File: config.mk
export PLATFORM = sky130hd
export DESIGN_NAME = mem_access_stage
export DESIGN_NICKNAME = d
export VERILOG_FILES = /design/src/rtl/mem_access_stage_pkg.sv /design/src/rtl/mem_access_stage_load_align.sv /design/src/rtl/mem_access_stage.sv
export SDC_FILE = /design/constraint.sdc
export NUM_CORES = 1
export LEC_CHECK = 0
export CELL_PAD_IN_SITES_DETAIL_PLACEMENT = 0
export CELL_PAD_IN_SITES_GLOBAL_PLACEMENT = 1
export CORE_MARGIN = 3
export CORE_UTILIZATION = 28
export DETAILED_ROUTE_END_ITERATION = 12
export GPL_ROUTABILITY_DRIVEN = 0
export GPL_TIMING_DRIVEN = 0
export PLACE_DENSITY_LB_ADDON = 0.12
export SKIP_LAST_GASP = 1
export SLEW_MARGIN = 5
export SYNTH_ARGS = -nofsm -noshare
export SYNTH_HDL_FRONTEND = slang
export SYNTH_SLANG_ARGS = --single-unit
File: constraint.sdc
create_clock -name clk -period 2.05 [get_ports clk]
set_clock_uncertainty 0.1 [all_clocks]
set_input_delay 0.3075 -clock clk [delete_from_list [all_inputs] [get_ports clk]]
set_output_delay 0.3075 -clock clk [all_outputs]
set_load 0.01 [all_outputs]
File: src/rtl/mem_access_stage_pkg.sv
// Shared definitions for the MEM stage: memory-op codes, FSM states and lane helpers.
// Latency: n/a (types and pure functions only).
// Backpressure: n/a. EX decode imports the same package so op codes stay in lock-step.
package mem_access_stage_pkg;

  // 4-bit memory operation codes carried from EX decode
  typedef enum logic [3:0] {
    MEMOP_NONE = 4'd0,
    MEMOP_LB   = 4'd1,
    MEMOP_LBU  = 4'd2,
    MEMOP_LH   = 4'd3,
    MEMOP_LHU  = 4'd4,
    MEMOP_LW   = 4'd5,
    MEMOP_SB   = 4'd6,
    MEMOP_SH   = 4'd7,
    MEMOP_SW   = 4'd8
  } mem_op_e;

  typedef enum logic {
    MEMST_IDLE   = 1'b0,
    MEMST_ACCESS = 1'b1
  } mem_state_e;

  function automatic logic is_load(input mem_op_e op);
    return (op == MEMOP_LB) || (op == MEMOP_LBU) || (op == MEMOP_LH) ||
           (op == MEMOP_LHU) || (op == MEMOP_LW);
  endfunction

  function automatic logic is_store(input mem_op_e op);
    return (op == MEMOP_SB) || (op == MEMOP_SH) || (op == MEMOP_SW);
  endfunction

  // Little-endian byte enables for the access width; loads use the same lanes as stores
  function automatic logic [3:0] op_be(input mem_op_e op, input logic [1:0] lo);
    logic [3:0] be;
    case (op)
      MEMOP_LB, MEMOP_LBU, MEMOP_SB: be = 4'b0001 << lo;
      MEMOP_LH, MEMOP_LHU, MEMOP_SH: be = lo[1] ? 4'b1100 : 4'b0011;
      default:                       be = 4'b1111;
    endcase
    return be;
  endfunction

  // Store data replicated across lanes so the enabled lanes always carry the right bytes
  function automatic logic [31:0] op_wdata(input mem_op_e op, input logic [31:0] d);
    logic [31:0] w;
    case (op)
      MEMOP_SB: w = {4{d[7:0]}};
      MEMOP_SH: w = {2{d[15:0]}};
      default:  w = d;
    endcase
    return w;
  endfunction

  // Halfword ops need addr[0]==0, word ops need addr[1:0]==0
  function automatic logic op_misaligned(input mem_op_e op, input logic [1:0] lo);
    logic m;
    case (op)
      MEMOP_LH, MEMOP_LHU, MEMOP_SH: m = lo[0];
      MEMOP_LW, MEMOP_SW:            m = |lo;
      default:                       m = 1'b0;
    endcase
    return m;
  endfunction

endpackage

File: src/rtl/mem_access_stage_load_align.sv
// Load alignment: picks byte/halfword from the read word and sign/zero extends it.
// Latency: combinational.
// Backpressure: none.
// Ports: i_rdata (read word), i_addr_lo (address bits [1:0]), i_mem_op (op code),
//        o_data (aligned, extended 32-bit load value).
module mem_access_stage_load_align
  import mem_access_stage_pkg::*;
(
  input  logic [31:0] i_rdata,
  input  logic [1:0]  i_addr_lo,
  input  mem_op_e     i_mem_op,
  output logic [31:0] o_data
);

  logic [7:0]  w_byte;
  logic [15:0] w_half;

  always_comb begin
    w_byte = i_rdata[7:0];
    case (i_addr_lo)
      2'd0: w_byte = i_rdata[7:0];
      2'd1: w_byte = i_rdata[15:8];
      2'd2: w_byte = i_rdata[23:16];
      2'd3: w_byte = i_rdata[31:24];
      default: w_byte = i_rdata[7:0];
    endcase
  end

  // Halfword lane chosen by addr[1] only; addr[0] is ignored for halfwords
  assign w_half = i_addr_lo[1] ? i_rdata[31:16] : i_rdata[15:0];

  always_comb begin
    o_data = i_rdata;
    case (i_mem_op)
      MEMOP_LB:  o_data = {{24{w_byte[7]}}, w_byte};
      MEMOP_LBU: o_data = {24'd0, w_byte};
      MEMOP_LH:  o_data = {{16{w_half[15]}}, w_half};
      MEMOP_LHU: o_data = {16'd0, w_half};
      default:   o_data = i_rdata;
    endcase
  end

endmodule

File: src/rtl/mem_access_stage.sv
// MEM stage: ALU result becomes a data address (load/store) or passes straight to WB.
// Latency: 1 cycle for non-memory ops, >=2 cycles accept-to-wb_valid for loads/stores.
// Backpressure: mem_stall is high for every ACCESS cycle; EX holds while it is asserted.
// Optional macro MEM_ALIGN_CHECK_EN: misaligned half/word accesses raise addr_exc and
// load bad_vaddr instead of issuing a request; otherwise addr_exc/bad_vaddr are tied 0.
// Ports: clk/rst (sync, active high); flush; ex_* instruction from EX; mem_stall to EX;
//        dmem_* req/ack data-memory port; wb_* registered writeback; bus_err, addr_exc,
//        bad_vaddr fault reporting.
module mem_access_stage
  import mem_access_stage_pkg::*;
#(
  parameter int TIMEOUT_CYCLES = 255,
  parameter int CNT_WIDTH      = 8
) (
  input  logic        clk,
  input  logic        rst,
  input  logic        flush,
  input  logic        ex_valid,
  input  logic [31:0] ex_alu_result,
  input  logic [31:0] ex_store_data,
  input  logic [3:0]  ex_mem_op,
  input  logic [4:0]  ex_rd,
  input  logic        ex_reg_write,
  output logic        mem_stall,
  output logic        dmem_req,
  output logic        dmem_we,
  output logic [31:0] dmem_addr,
  output logic [3:0]  dmem_be,
  output logic [31:0] dmem_wdata,
  input  logic        dmem_ack,
  input  logic [31:0] dmem_rdata,
  output logic        wb_valid,
  output logic [4:0]  wb_rd,
  output logic        wb_reg_write,
  output logic [31:0] wb_data,
  output logic        bus_err,
  output logic        addr_exc,
  output logic [31:0] bad_vaddr
);

  localparam logic                 LP_TO_EN   = (TIMEOUT_CYCLES != 0);
  localparam int                   LP_LAST_I  = (TIMEOUT_CYCLES == 0) ? 0 : TIMEOUT_CYCLES - 1;
  localparam logic [CNT_WIDTH-1:0] LP_TO_LAST = CNT_WIDTH'(LP_LAST_I);

  mem_state_e r_state, w_state_nxt;

  logic [CNT_WIDTH-1:0] r_cnt;
  logic                 r_abort;
  logic                 r_req, r_we;
  logic [31:0]          r_addr, r_wdata;
  logic [3:0]           r_be;
  logic [1:0]           r_addr_lo;
  mem_op_e              r_op;
  logic [4:0]           r_rd;
  logic                 r_reg_write;
  logic                 r_wb_valid, r_wb_reg_write;
  logic [4:0]           r_wb_rd;
  logic [31:0]          r_wb_data;
  logic                 r_bus_err;

  mem_op_e     w_op;
  logic        w_accept, w_is_mem, w_misalign;
  logic        w_issue, w_pass, w_fault, w_retire, w_timeout_hit, w_retire_vld;
  logic [31:0] w_load_data;

  assign w_op      = mem_op_e'(ex_mem_op);
  assign mem_stall = (r_state == MEMST_ACCESS);
  assign w_accept  = ex_valid && !mem_stall && !flush;
  assign w_is_mem  = is_load(w_op) || is_store(w_op);

`ifdef MEM_ALIGN_CHECK_EN
  assign w_misalign = op_misaligned(w_op, ex_alu_result[1:0]);
`else
  assign w_misalign = 1'b0;
`endif

  // State register
  always_ff @(posedge clk) begin
    if (rst) r_state <= MEMST_IDLE;
    else     r_state <= w_state_nxt;
  end

  // Next state plus single-cycle event strobes consumed by the datapath below
  always_comb begin
    w_state_nxt   = r_state;
    w_issue       = 1'b0;
    w_pass        = 1'b0;
    w_fault       = 1'b0;
    w_retire      = 1'b0;
    w_timeout_hit = 1'b0;
    case (r_state)
      MEMST_IDLE: begin
        // dmem_ack is deliberately not looked at here
        if (w_accept) begin
          if (!w_is_mem) begin
            w_pass = 1'b1;
          end else if (w_misalign) begin
            w_fault = 1'b1;
          end else begin
            w_issue     = 1'b1;
            w_state_nxt = MEMST_ACCESS;
          end
        end
      end
      MEMST_ACCESS: begin
        // An ack on the last allowed cycle wins over the timeout
        if (dmem_ack) begin
          w_retire    = 1'b1;
          w_state_nxt = MEMST_IDLE;
        end else if (LP_TO_EN && (r_cnt == LP_TO_LAST)) begin
          w_timeout_hit = 1'b1;
          w_state_nxt   = MEMST_IDLE;
        end
      end
      default: w_state_nxt = MEMST_IDLE;
    endcase
  end

  // A flush arriving with the ack still squashes the result
  assign w_retire_vld = w_retire && !r_abort && !flush;

  mem_access_stage_load_align u_load_align (
    .i_rdata   (dmem_rdata),
    .i_addr_lo (r_addr_lo),
    .i_mem_op  (r_op),
    .o_data    (w_load_data)
  );

  always_ff @(posedge clk) begin
    if (rst) begin
      r_cnt          <= '0;
      r_abort        <= 1'b0;
      r_req          <= 1'b0;
      r_we           <= 1'b0;
      r_addr         <= '0;
      r_be           <= '0;
      r_wdata        <= '0;
      r_addr_lo      <= '0;
      r_op           <= MEMOP_NONE;
      r_rd           <= '0;
      r_reg_write    <= 1'b0;
      r_wb_valid     <= 1'b0;
      r_wb_reg_write <= 1'b0;
      r_wb_rd        <= '0;
      r_wb_data      <= '0;
      r_bus_err      <= 1'b0;
    end else begin
      // Pulses default low; wb_reg_write only asserts alongside wb_valid
      r_wb_valid     <= 1'b0;
      r_wb_reg_write <= 1'b0;
      r_bus_err      <= 1'b0;

      if (w_pass) begin
        r_wb_valid     <= 1'b1;
        r_wb_data      <= ex_alu_result;
        r_wb_rd        <= ex_rd;
        r_wb_reg_write <= ex_reg_write;
      end

      if (w_issue) begin
        r_req       <= 1'b1;
        r_we        <= is_store(w_op);
        r_addr      <= {ex_alu_result[31:2], 2'b00};
        r_be        <= op_be(w_op, ex_alu_result[1:0]);
        r_wdata     <= op_wdata(w_op, ex_store_data);
        r_addr_lo   <= ex_alu_result[1:0];
        r_op        <= w_op;
        r_rd        <= ex_rd;
        r_reg_write <= ex_reg_write;
        r_cnt       <= '0;
        r_abort     <= 1'b0;
      end

      if (r_state == MEMST_ACCESS) begin
        // Flushed accesses still run to completion so the bus sees a clean handshake
        if (flush) r_abort <= 1'b1;
        if (LP_TO_EN && !dmem_ack) r_cnt <= r_cnt + CNT_WIDTH'(1);
      end

      if (w_retire) begin
        r_req   <= 1'b0;
        r_abort <= 1'b0;
        r_cnt   <= '0;
        if (w_retire_vld) begin
          r_wb_valid     <= 1'b1;
          r_wb_rd        <= r_rd;
          r_wb_reg_write <= r_reg_write && !r_we;
          r_wb_data      <= r_we ? 32'd0 : w_load_data;
        end
      end

      if (w_timeout_hit) begin
        r_req     <= 1'b0;
        r_abort   <= 1'b0;
        r_cnt     <= '0;
        r_bus_err <= 1'b1;
      end
    end
  end

`ifdef MEM_ALIGN_CHECK_EN
  logic        r_addr_exc;
  logic [31:0] r_bad_vaddr;

  always_ff @(posedge clk) begin
    if (rst) begin
      r_addr_exc  <= 1'b0;
      r_bad_vaddr <= '0;
    end else begin
      r_addr_exc <= w_fault;
      if (w_fault) r_bad_vaddr <= ex_alu_result;
    end
  end

  assign addr_exc  = r_addr_exc;
  assign bad_vaddr = r_bad_vaddr;
`else
  logic w_fault_unused;
  assign w_fault_unused = w_fault;
  assign addr_exc  = 1'b0;
  assign bad_vaddr = 32'd0;
`endif

  assign dmem_req     = r_req;
  assign dmem_we      = r_we;
  assign dmem_addr    = r_addr;
  assign dmem_be      = r_be;
  assign dmem_wdata   = r_wdata;
  assign wb_valid     = r_wb_valid;
  assign wb_rd        = r_wb_rd;
  assign wb_reg_write = r_wb_reg_write;
  assign wb_data      = r_wb_data;
  assign bus_err      = r_bus_err;

endmodule

Word-level counts from Yosys, hierarchy flattened:

Cells that the tools add are included.

* mux-type cells: 40
* equality and inequality tests: 16
* bitwise operators: 1
* shifts and indexed selects: 1
* reductions and logical operators: 20
* add/sub/neg operators: 1

Operator list (count)
* two-way mux 32 bit: 4
* case mux 32 bit (4 select lines): 1
* case mux 32 bit (2 select lines): 1
* case mux 8 bit (4 select lines): 1
* two-way mux 8 bit: 3
* two-way mux 1 bit: 23
* equality test 4 x 3 -> 1 bit, second input constant: 5
* equality test 4 x 2 -> 1 bit, second input constant: 4
* two-way mux 16 bit: 1
* two-way mux 5 bit: 3
* OR reduction 3 bit: 3
* adder 8 x 1 -> 8 bit, second input constant: 1
* equality test 4 x 1 -> 1 bit, second input constant: 2
* equality test 8 bit, second input constant: 1
* case mux 4 bit (2 select lines): 1
* logical OR 1 bit: 7
* logical AND 1 bit: 5
* equality test 2 bit, second input constant: 2
* equality test 4 bit, second input constant: 1
* logical NOT 1 bit: 4
* two-way mux 4 bit: 1
* left shift 1 x 2 -> 4 bit, first input constant: 1
* equality test 2 x 1 -> 1 bit, second input constant: 1
* logical NOT 2 bit: 1
* other kinds (2): 2

* flip-flop bits (word level): 130
* input port bits: 111
* word-level logic and storage cells: 96
* output and inout bits: 144

Logic depth before layout (Yosys ltp):

Gate-level depths: netlist (run 1).

* word-level depth: 12
* depth in mapped cells: 7

Modules after synthesis:

From an unflattened synthesis (run 1), not the netlist that was laid out.

* cell total of the unflattened synthesis: 797
* area total of the unflattened synthesis: 6421.2 um2

Modules (own cells, without submodules)
* mem_access_stage: cells an instance 696, area an instance 5594.1 um2, times used 1
* mem_access_stage_load_align: cells an instance 101, area an instance 827.0 um2, times used 1

Least setup slack after synthesis (run 1):

No wires, ideal clock.

* kind: input -> register
* start: input ex_mem_op[0]
* end: register r_wb_data[10], in the netlist wb_data[10]
* stages: 7
* buffers on the path: 3
* library setup time: 130 ps
* setup slack: 122 ps
* data arrival time: 1698 ps
* cells stage by stage: buf_2 -> or4_4 -> a21o_1 -> buf_6 -> buf_6 -> mux2i_1 -> o22ai_1

* cells in the longest elaborated chain, start to end: 12
* elaborated cells between the ends (all ways): 21

RTL lines
* start, declared: line mem_access_stage.sv:21 `input logic [3:0] ex_mem_op,`
* equality test 4 x 1 -> 1 bit / equality test 4 x 2 -> 1 bit (equally long branches): line mem_access_stage_pkg.sv:25 `return (op == MEMOP_LB) || (op == MEMOP_LBU) || (op == MEMOP_LH) ||`
* logical OR 1 bit (3 in a row): line mem_access_stage_pkg.sv:25
* logical OR 1 bit: line mem_access_stage_pkg.sv:26 `(op == MEMOP_LHU) || (op == MEMOP_LW);`
* logical OR 1 bit *: line mem_access_stage.sv:69 `assign w_is_mem = is_load(w_op) || is_store(w_op);`
* two-way mux 1 bit *: line mem_access_stage.sv:95 `if (!w_is_mem) begin`
* two-way mux 1 bit *: line mem_access_stage.sv:94 `if (w_accept) begin`
* two-way mux 1 bit *: line mem_access_stage.sv:91 `case (r_state)`
* two-way mux 32 bit *: line mem_access_stage.sv:153 `if (w_pass) begin`
* two-way mux 32 bit: line mem_access_stage.sv:184 `if (w_retire_vld) begin`
* two-way mux 32 bit *: line mem_access_stage.sv:180 `if (w_retire) begin`
* end signal, assigned: line mem_access_stage.sv:155 `r_wb_data <= ex_alu_result;`
* end signal, assigned: line mem_access_stage.sv:188 `r_wb_data <= r_we ? 32'd0 : w_load_data;`
* end, declared: line mem_access_stage.sv:58 `logic [31:0] r_wb_data;`

Every way passes the cells marked *; elsewhere a longest branch is shown, timed or not.
A chain may end at the register's enable or synchronous reset.

Worst setup path in the final report (run 1):

* start: register r_addr_lo[1]
* end: register r_wb_data[10], in the netlist wb_data[10]

* cells in the longest elaborated chain, start to end: 6
* elaborated cells between the ends (all ways): 10

RTL lines
* start, declared: line mem_access_stage.sv:52 `logic [1:0] r_addr_lo;`
* start signal, assigned: line mem_access_stage.sv:166 `r_addr_lo <= ex_alu_result[1:0];`
* equality test 2 bit, or another cell as far along: line mem_access_stage_load_align.sv:20 `case (i_addr_lo)`
* case mux 8 bit (4 select lines): line mem_access_stage_load_align.sv:20
* case mux 32 bit (4 select lines) *: line mem_access_stage_load_align.sv:34 `case (i_mem_op)`
* two-way mux 32 bit *: line mem_access_stage.sv:188
* two-way mux 32 bit *: line mem_access_stage.sv:184
* two-way mux 32 bit *: line mem_access_stage.sv:180

Marked as above.

==> key figures, run 1 <==
Power and ir drop
  • Reg power frac: about two fifths
  • Clk network pwr share: about 45%
  • Logic pwr share: roughly 17%
  • Worst vdd ir: roughly 0.47 mV
  • Static leakage: 3.72 nW
  • P_sw: 1.84 mW
  • Net Sw Frac: about a quarter
  • Pwr per Cell Area: approximately 710 mW/mm^2
  • Design internal power: 5.13 mW

STA
  • Setup_tns: 0 ps
  • Final hold vios: 0
  • Final period util: 97.0%
  • Worst slew pin tran: approximately 750 ps
  • Setup Viol. Count Final: 0
  • Max transition margin: 49.8%
  • Setup slack after layout: between 60 and 70 ps
  • Final min period: 1990 ps
  • FMAX: 0.503 GHz
  • Max-slew violations: 0
  • RSZ-0062 raised after global routing: yes

Setup path
  • Maximum fanout along the worst path: 10
  • CP Capture Type: flip-flop
  • Setup CP Type: reg -> reg
  • Critical Path RT: 2250 ps
  • Critical Path Start Type: flip-flop
  • Worst R2R Path Depth: 5
  • Setup slack, reg-to-reg: slightly above 60 ps
  • FF-to-FF End: wb_data[10]$_SDFF_PP0_
  • Signal arrival time at the worst endpoint: between 2000 and 2500 ps
  • Worst R2R Start: r_addr_lo[1]$_SDFFE_PP0P_

Clock network
  • # H-tree levels: 4
  • CTS tree: built
  • Clk Latency, worst-skew pair: 420 ps
  • Root buffer selected by CTS: clkbuf_16
  • Clock slew at reported path FFs: 60 ps
  • Clock Tree Buf Depth: 2
  • Clock Sinks: 130
  • CTS Buf Count: 17

Global route
  • Vias in the first global route: 6280
  • Initial antenna violation count: 0
  • First-pass GRT wire length: 36.8 mm
  • GRT Util Overall: 19.4%
  • Largest net degree at the start of global routing: 17
  • Global route overflow: 0

Layout
  • Sequential cell area: ~0.0026 mm^2
  • Multi-input logic area: about 0.0034 mm^2
  • Nets: 1141
  • Share of cells above drive strength 1: 13.5%
  • Non-filler cells in the finished layout: around 1300
  • Diode count: 0
  • Most common cell after layout, fill and taps aside: clkdlybuf4s50_1
  • Fillers: 2243
  • Most frequent cells in the layout: clkdlybuf4s50_1 (215), nand2_1 (141), dfxtp_1 (128)
  • Area Growth Syn to Fin: 53.9%

Place
  • Worst slack at placement: -780 ps
  • Placed Instances: 1285
  • PortBufs: 217
  • Hpwl dp: 18.7 mm

Synthesis
  • #FFs+latches synth: 130
  • Primary FF master, synth: dfxtp_1
  • Mapped Avg Cell Area: 8.40 um^2
  • Cells after Synth: between 700 and 800
  • Mapped Area: 0.00633 mm^2
  • Sequential share of the synthesized area: 41.1%
  • Warning count from the yosys run: 0
  • Count of cell types in the netlist: 61
  • Number of flops mapped to enable cells by yosys: 0
  • FFs w/ async S/R, synth: 0%

Detailed routing
  • DRC Markers: 0
  • Drt first pass iters: 5
  • DR vias: 6282
  • ANT nets after route: 0
  • Drt via density: about 4.8
  • Wire per inst: 18.5 um
  • Number of DRC markers in iteration 0: 298
  • Final WL: 24.4 mm

Floorplanning
  • Die outline area: roughly 0.024 mm^2
  • Num rows: 54
  • I/O pin total: 255
  • Die height: 156 um
  • Initial core utilization: 28.7%
  • Die Wd: around 160 um
  • Core Box Area: ~0.022 mm^2

Hold path
  • Min-Delay Endpoint: r_op[3]$_SDFFE_PP0P_
  • HP Start: ex_mem_op[3]
  • Hold Path Class: in -> reg
  • Hold Crit Depth: 3

Job
  • Maximum capacitance violations: 0

Status
  • Status: complete, no violations
-- cells in the mapped netlist, drive strengths merged (2+ instances only) --
| cell | n | area (um^2) |
|---|---|---|
| and3b | 3 | 26.3 |
| nand2b | 3 | 18.8 |
| o211ai | 24 | 180 |
| or2 | 3 | 18.8 |
| xnor2 | 2 | 17.5 |
| nand3 | 10 | 55.1 |
| and3 | 3 | 18.8 |
| nor3b | 4 | 30.0 |
| o22ai | 25 | 156 |
| nand2 | 141 | 529 |
| dfxtp | 130 | 2600 |
| a211o | 2 | 17.5 |
| o21ai | 11 | 55.1 |
| or3b | 3 | 26.3 |
| a311oi | 5 | 43.8 |
| a21oi | 94 | 485 |
| clkbuf | 30 | 113 |
| nor2 | 45 | 169 |
| xor2 | 3 | 26.3 |
| a31oi | 4 | 25.0 |
| ha | 2 | 25.0 |
| mux2 | 5 | 56.3 |
| a22oi | 2 | 15.0 |
| nor4 | 2 | 12.5 |
| a2111oi | 2 | 30.0 |
| inv | 5 | 18.8 |
| o21ba | 2 | 20.0 |
| mux2i | 60 | 601 |
| a21o | 2 | 15.0 |
| nor3 | 15 | 75.1 |
| a2bb2oi | 3 | 32.5 |
| buf | 66 | 455 |
| nand3b | 4 | 30.0 |
| nand4 | 6 | 37.5 |
| a21boi | 2 | 15.0 |
| a32oi | 6 | 52.6 |
| a211oi | 9 | 67.6 |
-- registers in the layout (all words and copies together) (netlist names) --
| name | cells |
|---|---|
| bus_err | 1 |
| dmem_addr | 30 |
| dmem_be | 4 |
| dmem_req | 1 |
| dmem_wdata | 32 |
| dmem_we | 1 |
| mem_stall | 1 |
| r_abort | 1 |
| r_addr_lo | 2 |
| r_cnt | 8 |
| r_op | 4 |
| r_rd | 5 |
| r_reg_write | 1 |
| wb_data | 32 |
| wb_rd | 5 |
| wb_reg_write | 1 |
| wb_valid | 1 |
-- per-stage QoR --
stage | instance area [um^2] | utilization [%] | power (mW) | hold WS (ps)
floorplan | 6460 | - | 3.27 | 332
global placement | 8980 | 40.8 | 3.87 | 339
global route | 9740 | 44.2 | 7.24 | 322
detailed placement | 8980 | 40.8 | 3.87 | 344
CTS | 9670 | 43.9 | 7.03 | 260
finish | 9740 | 44.2 | 6.97 | 274
-- kinds of logic after synthesis --
group	share of synthesized area, %
multiplexers	10.7
other	0.0592
AND/OR/NAND/NOR	17.4
AO/OA/AOI/OAI	20.4
buffers and inverters	9.27
XOR/XNOR	0.692
flip-flops	41.1
adder cells (fa/ha/maj)	0.395
-- worst max path at each step --
stage                         startpoint                   endpoint  slack (ps)
3_5_place_dp                         rst  dmem_addr[7]$_SDFFE_PP0P_        -780
3_3_place_gp                         rst  dmem_addr[4]$_SDFFE_PP0P_        -730
5_1_grt        r_addr_lo[0]$_SDFFE_PP0P_     wb_data[14]$_SDFF_PP0_           2
2_1_floorplan               ex_mem_op[0]     wb_data[10]$_SDFF_PP0_         120
4_1_cts             r_op[2]$_SDFFE_PP0P_      wb_data[4]$_SDFF_PP0_          -4
6_report       r_addr_lo[1]$_SDFFE_PP0P_     wb_data[10]$_SDFF_PP0_          60
-- repair_timing --
action,CTS,global route
gates resized for setup,27,15
endpoints found under the setup margin,119,91
setup buffers,2,3
pin swaps,2,5
hold buffers,0,0
gates cloned,1,0
-- power groups by stage --
stage                     clock network, mW  logic, mW  registers [mW]
after floorplan                           0      0.493            2.78
after global placement                    0       1.13            2.74
after detailed placement                  0       1.13            2.74
after CTS                              3.19       1.15            2.69
after global routing                   3.29       1.25            2.70
final                                  3.12       1.15            2.69
-- worst max-delay path, cell delays in order, from the launching register on --
cell	delay (ps)
dfxtp_1	310
clkbuf_4	220
mux4_2	540
o221a_2	330
nor3_1	260
o22ai_1	120
-- area by class of cell --
cell class / instances / share of cell area, %
inverter: 5 / 0.193
timing repair buffer: 223 / 22.9
clock inverter: 13 / 1.66
clock buffer: 18 / 4.40
sequential: 130 / 26.7
buffer: 94 / 6.07
tap: 280 / 3.60
multi-input combinational: 557 / 34.4
-- per-layer routing --
metal  GRT usage, %  wire (um)  up-vias
met2           31.1      11200      211
met4           4.96        431        0
met3           6.11       1780       22
met1           25.5      11000     2893
met5              0          0        -
li1               -          -     3156
No activity file was read; power rests on OpenSTA's default activity.
==> inputs of run 2 (changes only) <==
--- a/config.mk
+++ b/config.mk
@@ -13,6 +13,7 @@
 export GPL_ROUTABILITY_DRIVEN = 0
 export GPL_TIMING_DRIVEN = 0
 export PLACE_DENSITY_LB_ADDON = 0.12
+export SKIP_CTS_REPAIR_TIMING = 1
 export SKIP_LAST_GASP = 1
 export SLEW_MARGIN = 5
 export SYNTH_ARGS = -nofsm -noshare
==> key figures, run 2 (synthesis gave the netlist of run 1 again) <==
Status
  • Status: complete, no violations

Clock network
  • Clock slew at reported path FFs: 60 ps
  • CTS Buf Count: 17
  • Root buffer selected by CTS: clkbuf_16
  • CTS tree: built
  • Clock Tree Buf Depth: 2
  • Clock Sinks: 130
  • Clk Latency, worst-skew pair: 420 ps
  • # H-tree levels: 4

Floorplanning
  • Die height: approximately 160 um
  • Die outline area: 0.0245 mm^2
  • Die Wd: around 160 um
  • Num rows: 54
  • I/O pin total: 255
  • Core Box Area: 0.0220 mm^2
  • Initial core utilization: between 20% and 30%

Hold path
  • Hold Crit Depth: 3
  • HP Start: ex_mem_op[1]
  • Min-Delay Endpoint: r_op[1]$_SDFFE_PP0P_
  • Hold Path Class: in -> reg

Setup path
  • Crit path cell chain: or3b_1, buf_4, buf_6, o31a_1, a222oi_1, o22ai_1
  • CP Capture Type: flip-flop
  • Worst R2R Path Depth: 6
  • Worst path bufs/invs: 2
  • Setup slack, reg-to-reg: around 85 ps
  • FF-to-FF End: wb_data[5]$_SDFF_PP0_
  • Largest stage delay, worst path: ~370 ps
  • Signal arrival time at the worst endpoint: roughly 2200 ps
  • Slowest-stage cell, CP: or3b_1
  • Maximum fanout along the worst path: 10
  • Worst Setup SP: r_op[0]$_SDFFE_PP0P_
  • Setup CP Type: reg -> reg
  • Worst R2R Start: r_op[0]$_SDFFE_PP0P_
  • Critical Path Start Type: flip-flop
  • Critical Path RT: 2240 ps
  • Critical path's top delay family: compound AO/OA/AOI/OAI gates

Layout
  • Area Growth Syn to Fin: 54.5%
  • Most frequent cells in the layout: clkdlybuf4s50_1 (215), nand2_1 (141), dfxtp_1 (128)
  • Fillers: 2243
  • Share of cells above drive strength 1: between 10% and 20%
  • Diode count: 0
  • Nets: 1146
  • Most common cell after layout, fill and taps aside: clkdlybuf4s50_1

Detailed routing
  • Top Layer Used: met4
  • Number of DRC markers in iteration 0: 300
  • Met2 wire len: 11.2 mm
  • Final WL: 24.4 mm
  • M1 WL: 11.2 mm
  • DR vias: 6312
  • ANT nets after route: 0
  • DRC Markers: 0
  • Met3 wire len: 1.67 mm
  • Drt via density: between 4 and 5
  • Wire per inst: 18.4 um
  • Drt first pass iters: 4

Global route
  • First-pass GRT wire length: 36.6 mm
  • Initial antenna violation count: 0
  • Vias in the first global route: 6258
  • Largest net degree at the start of global routing: 17
  • GRT Util Overall: 19.3%
  • Global route overflow: 0

Place
  • PortBufs: ~220
  • Hpwl dp: 18.7 mm
  • Worst slack at placement: -780 ps

STA
  • Final period util: 95.9%
  • Worst slew pin tran: 747 ps
  • RSZ-0062 raised after global routing: no
  • Max-slew violations: 0
  • Final hold vios: 0
  • Max transition margin: 50.2%
  • Setup Viol. Count Final: 0
  • Final min period: 1970 ps
  • Setup slack after layout: 84.9 ps
  • FMAX: 0.509 GHz

Power and ir drop
  • Worst vdd ir: about 0.47 mV
  • Static leakage: 3.77 nW
  • Pwr per Cell Area: 712 mW/mm^2
  • Pwr Total: just under 7 mW

Job
  • Maximum capacitance violations: 0
[run 2: cell types whose count changed in the layout (fill, tap and decap cells not counted)]
cell / change
buf_12: +1
dfxtp_2: -1
buf_2: -3
dlygate4sd2_1: -2
dfxtp_4: +1
buf_4: +5
nand4bb_1: +1
dlymetal6s2s_1: +2
buf_6: -1
clkbuf_1: +1
clkbuf_2: +3
nand4bb_4: -1
clkbuf_4: -1
[run 2: per-layer routing]
metal,vias to the layer above,global-route usage [%]
li1,3165,-
met1,2927,25.5
met2,203,31.0
met3,17,6.03
met4,0,4.50
met5,-,0
[run 2: how the worst max path moves through the flow]
stage / endpoint / slack [ps] / cells past startpoint
finish: wb_data[5]$_SDFF_PP0_ / 80 / 6
global route: wb_data[14]$_SDFF_PP0_ / 2 / 5
CTS: wb_data[23]$_SDFF_PP0_ / -360 / 7
detailed placement: dmem_addr[7]$_SDFFE_PP0P_ / -780 / 5
global placement: dmem_addr[4]$_SDFFE_PP0P_ / -730 / 5
floorplan: wb_data[10]$_SDFF_PP0_ / 120 / 7
[run 2: area by class of cell]
class                      instances  area, um^2  share of cell area, %
tap                              280         350                   3.58
clock inverter                    13         161                   1.65
buffer                            94         588                   6.01
inverter                           5        18.8                  0.192
sequential                       130        2610                   26.7
multi-input combinational        557        3340                   34.1
clock buffer                      18         429                   4.39
timing repair buffer             228        2290                   23.4
[run 2: tightest hold or removal path: cells and delay by family]
| family | cells | cell delay, ps |
|---|---|---|
| AO/OA/AOI/OAI | 1 | 60 |
| AND/OR/NAND/NOR | 1 | 120 |
| buffers and inverters | 1 | 230 |
[run 2: per-stage QoR]
| step | cell area, um^2 | TNS (ps) | cells | util, % | hold slack [ps] |
|---|---|---|---|---|---|
| finish | 9780 | 0 | 1325 | 44.4 | 256 |
| detailed placement | 8980 | -76400 | 1285 | 40.8 | 344 |
| floorplan | 6460 | 0 | 788 | - | 332 |
| global placement | 8980 | -76080 | 1285 | 40.8 | 339 |
| CTS | 9570 | -26440 | 1316 | 43.5 | 237 |
| global route | 9780 | 0 | 1325 | 44.4 | 296 |
[run 2: power by group]
part | switching (mW) | internal, mW | leakage (nW)
registers | 0.0562 | 2.63 | 1.06
logic | 0.564 | 0.593 | 2.43
clock network | 1.21 | 1.91 | 0.278
total | 1.83 | 5.13 | 3.77
==> inputs of run 3 (changes only) <==
--- a/config.mk
+++ b/config.mk
@@ -8,11 +8,11 @@
 export CELL_PAD_IN_SITES_DETAIL_PLACEMENT = 0
 export CELL_PAD_IN_SITES_GLOBAL_PLACEMENT = 1
 export CORE_MARGIN = 3
-export CORE_UTILIZATION = 28
+export CORE_UTILIZATION = 31
 export DETAILED_ROUTE_END_ITERATION = 12
 export GPL_ROUTABILITY_DRIVEN = 0
 export GPL_TIMING_DRIVEN = 0
-export PLACE_DENSITY_LB_ADDON = 0.12
+export PLACE_DENSITY_LB_ADDON = 0.1
 export SKIP_CTS_REPAIR_TIMING = 1
 export SKIP_LAST_GASP = 1
 export SLEW_MARGIN = 5
==> constraint.sdc (replaced) <==
create_clock -name clk -period 2.09 [get_ports clk]
set_clock_uncertainty 0.1 [all_clocks]
set_input_delay 0.3135 -clock clk [delete_from_list [all_inputs] [get_ports clk]]
set_output_delay 0.3135 -clock clk [all_outputs]
set_load 0.01 [all_outputs]
==> key figures, run 3 (synthesis gave the netlist of run 1 again) <==
STA
  • Final hold vios: 0
  • Final period util: 94.6%
  • Hold WS: 241 ps
  • FMAX: 0.506 GHz
  • Max-slew violations: 0
  • Setup Viol. Count Final: 0
  • RSZ-0062 raised after global routing: yes
  • Setup slack after layout: 113 ps
  • Final min period: 1980 ps
  • Max transition margin: 46.4%
  • Worst slew pin tran: 803 ps

Detailed routing
  • Drt first pass iters: 5
  • Met3 wire len: 1.85 mm
  • M1 WL: 10.6 mm
  • Drt via density: 4.90
  • Wire per inst: 18.1 um
  • DRC Markers: 0
  • Final WL: 23.6 mm
  • DR vias: 6400
  • Top Layer Used: met4
  • Met2 wire len: 10.8 mm
  • ANT nets after route: 0
  • Number of DRC markers in iteration 0: 310

Layout
  • Finished layout cell area: 0.00972 mm^2
  • Diode count: 0
  • Share of cells above drive strength 1: 13.4%
  • Nets: approximately 1100
  • Most common cell after layout, fill and taps aside: clkdlybuf4s50_1
  • Fillers: 1993
  • Most frequent cells in the layout: clkdlybuf4s50_1 (215), nand2_1 (141), dfxtp_1 (129)
  • Area Growth Syn to Fin: 53.5%

Floorplanning
  • Initial core utilization: between 30% and 40%
  • Core Box Area: 0.0198 mm^2
  • Die height: ~150 um
  • Num rows: 51
  • Die outline area: 0.0222 mm^2
  • Die Wd: 149 um
  • I/O pin total: 255

Clock network
  • Root buffer selected by CTS: clkbuf_16
  • CTS Buf Count: 17
  • CTS tree: built
  • Clock Sinks: 130
  • # H-tree levels: 4
  • Clk Latency, worst-skew pair: 420 ps
  • Clock slew at reported path FFs: 60 ps
  • Clock Tree Buf Depth: 2

Setup path
  • Largest stage delay, worst path: about 400 ps
  • Crit path cell chain: clkbuf_1, mux4_2, o221a_2, nor3_1, o22ai_1
  • Slowest-stage cell, CP: mux4_2
  • Critical Path Start Type: flip-flop
  • Signal arrival time at the worst endpoint: 2170 ps
  • CP Capture Type: flip-flop
  • Setup CP Type: reg -> reg
  • Critical Path RT: 2280 ps
  • Maximum fanout along the worst path: 8

Place
  • Dpl cell area: 0.00896 mm^2
  • Worst slack at placement: -718 ps
  • PortBufs: 217
  • Hpwl dp: approximately 18 mm

Global route
  • GRT Util Overall: 20.8%
  • Global route overflow: 0
  • Initial antenna violation count: 0
  • First-pass GRT wire length: 35.9 mm
  • Vias in the first global route: 6241
  • Largest net degree at the start of global routing: 17

Power and ir drop
  • Static leakage: 3.75 nW
  • Pwr per Cell Area: 707 mW/mm^2
  • Worst vdd ir: 0.539 mV

Hold path
  • Hold Path Class: in -> reg

Job
  • Maximum capacitance violations: 0

Status
  • Status: complete, no violations
-- run 3: cell types whose count changed in the layout (fill, tap and decap cells not counted), sizes merged --
cell,before,now
clkinvlp,4,2
inv,6,9
buf,72,65
clkbuf,51,53
-- run 3: path summary, 6_finish.rpt --
check	slack [ps]	from	endpoint	cells past startpoint
hold reg to reg	350	dmem_wdata[13]$_SDFFE_PP0P_	dmem_wdata[13]$_SDFFE_PP0P_	2
setup reg to reg	110	r_addr_lo[0]$_SDFFE_PP0P_	wb_data[14]$_SDFF_PP0_	5
setup / recovery	110	r_addr_lo[0]$_SDFFE_PP0P_	wb_data[14]$_SDFF_PP0_	5
hold / removal	240	ex_mem_op[3]	r_op[3]$_SDFFE_PP0P_	3
-- run 3: cell type report --
| type | instances | area, um^2 | share of cell area, % |
|---|---|---|---|
| Buffer | 95 | 597 | 6.14 |
| Inverter | 5 | 18.8 | 0.193 |
| Sequential cell | 130 | 2610 | 26.8 |
| Timing Repair Buffer | 222 | 2210 | 22.8 |
| Tap cell | 265 | 332 | 3.41 |
| Clock buffer | 18 | 429 | 4.42 |
| Clock inverter | 14 | 176 | 1.82 |
| Multi-Input combinational cell | 557 | 3340 | 34.4 |
-- run 3: per-stage QoR --
| step | util (%) | setup TNS, ps | instances | power (mW) |
|---|---|---|---|---|
| final | 49.1 | 0 | 1306 | 6.87 |
| after global routing | 49.1 | -43.9 | 1306 | 7.16 |
| after CTS | 48.4 | -17030 | 1302 | 6.92 |
| after detailed placement | 45.3 | -66810 | 1270 | 3.78 |
| after global placement | 45.3 | -69510 | 1270 | 3.79 |
| after floorplan | - | 0 | 788 | 3.21 |
-- run 3: report_power, final --
part / total [mW] / internal, mW / switching [mW] / leakage [nW]
clock network: 3.12 / 1.89 / 1.23 / 0.292
logic: 1.12 / 0.574 / 0.545 / 2.40
registers: 2.63 / 2.58 / 0.0555 / 1.06
total: 6.87 / 5.04 / 1.83 / 3.75
-- run 3: routing by layer --
layer,up-vias,track usage (%)
met4,0,5.90
met5,-,0
met1,2988,27.9
met3,26,5.17
met2,232,33.4
li1,3154,-
-- run 3: worst max-delay path, delay by kind of cell, from the launching register on --
kind                   cells  cell delay [ps]
multiplexers               1              400
flip-flops                 1              300
buffers and inverters      1              360
AO/OA/AOI/OAI              2              440
AND/OR/NAND/NOR            1              240
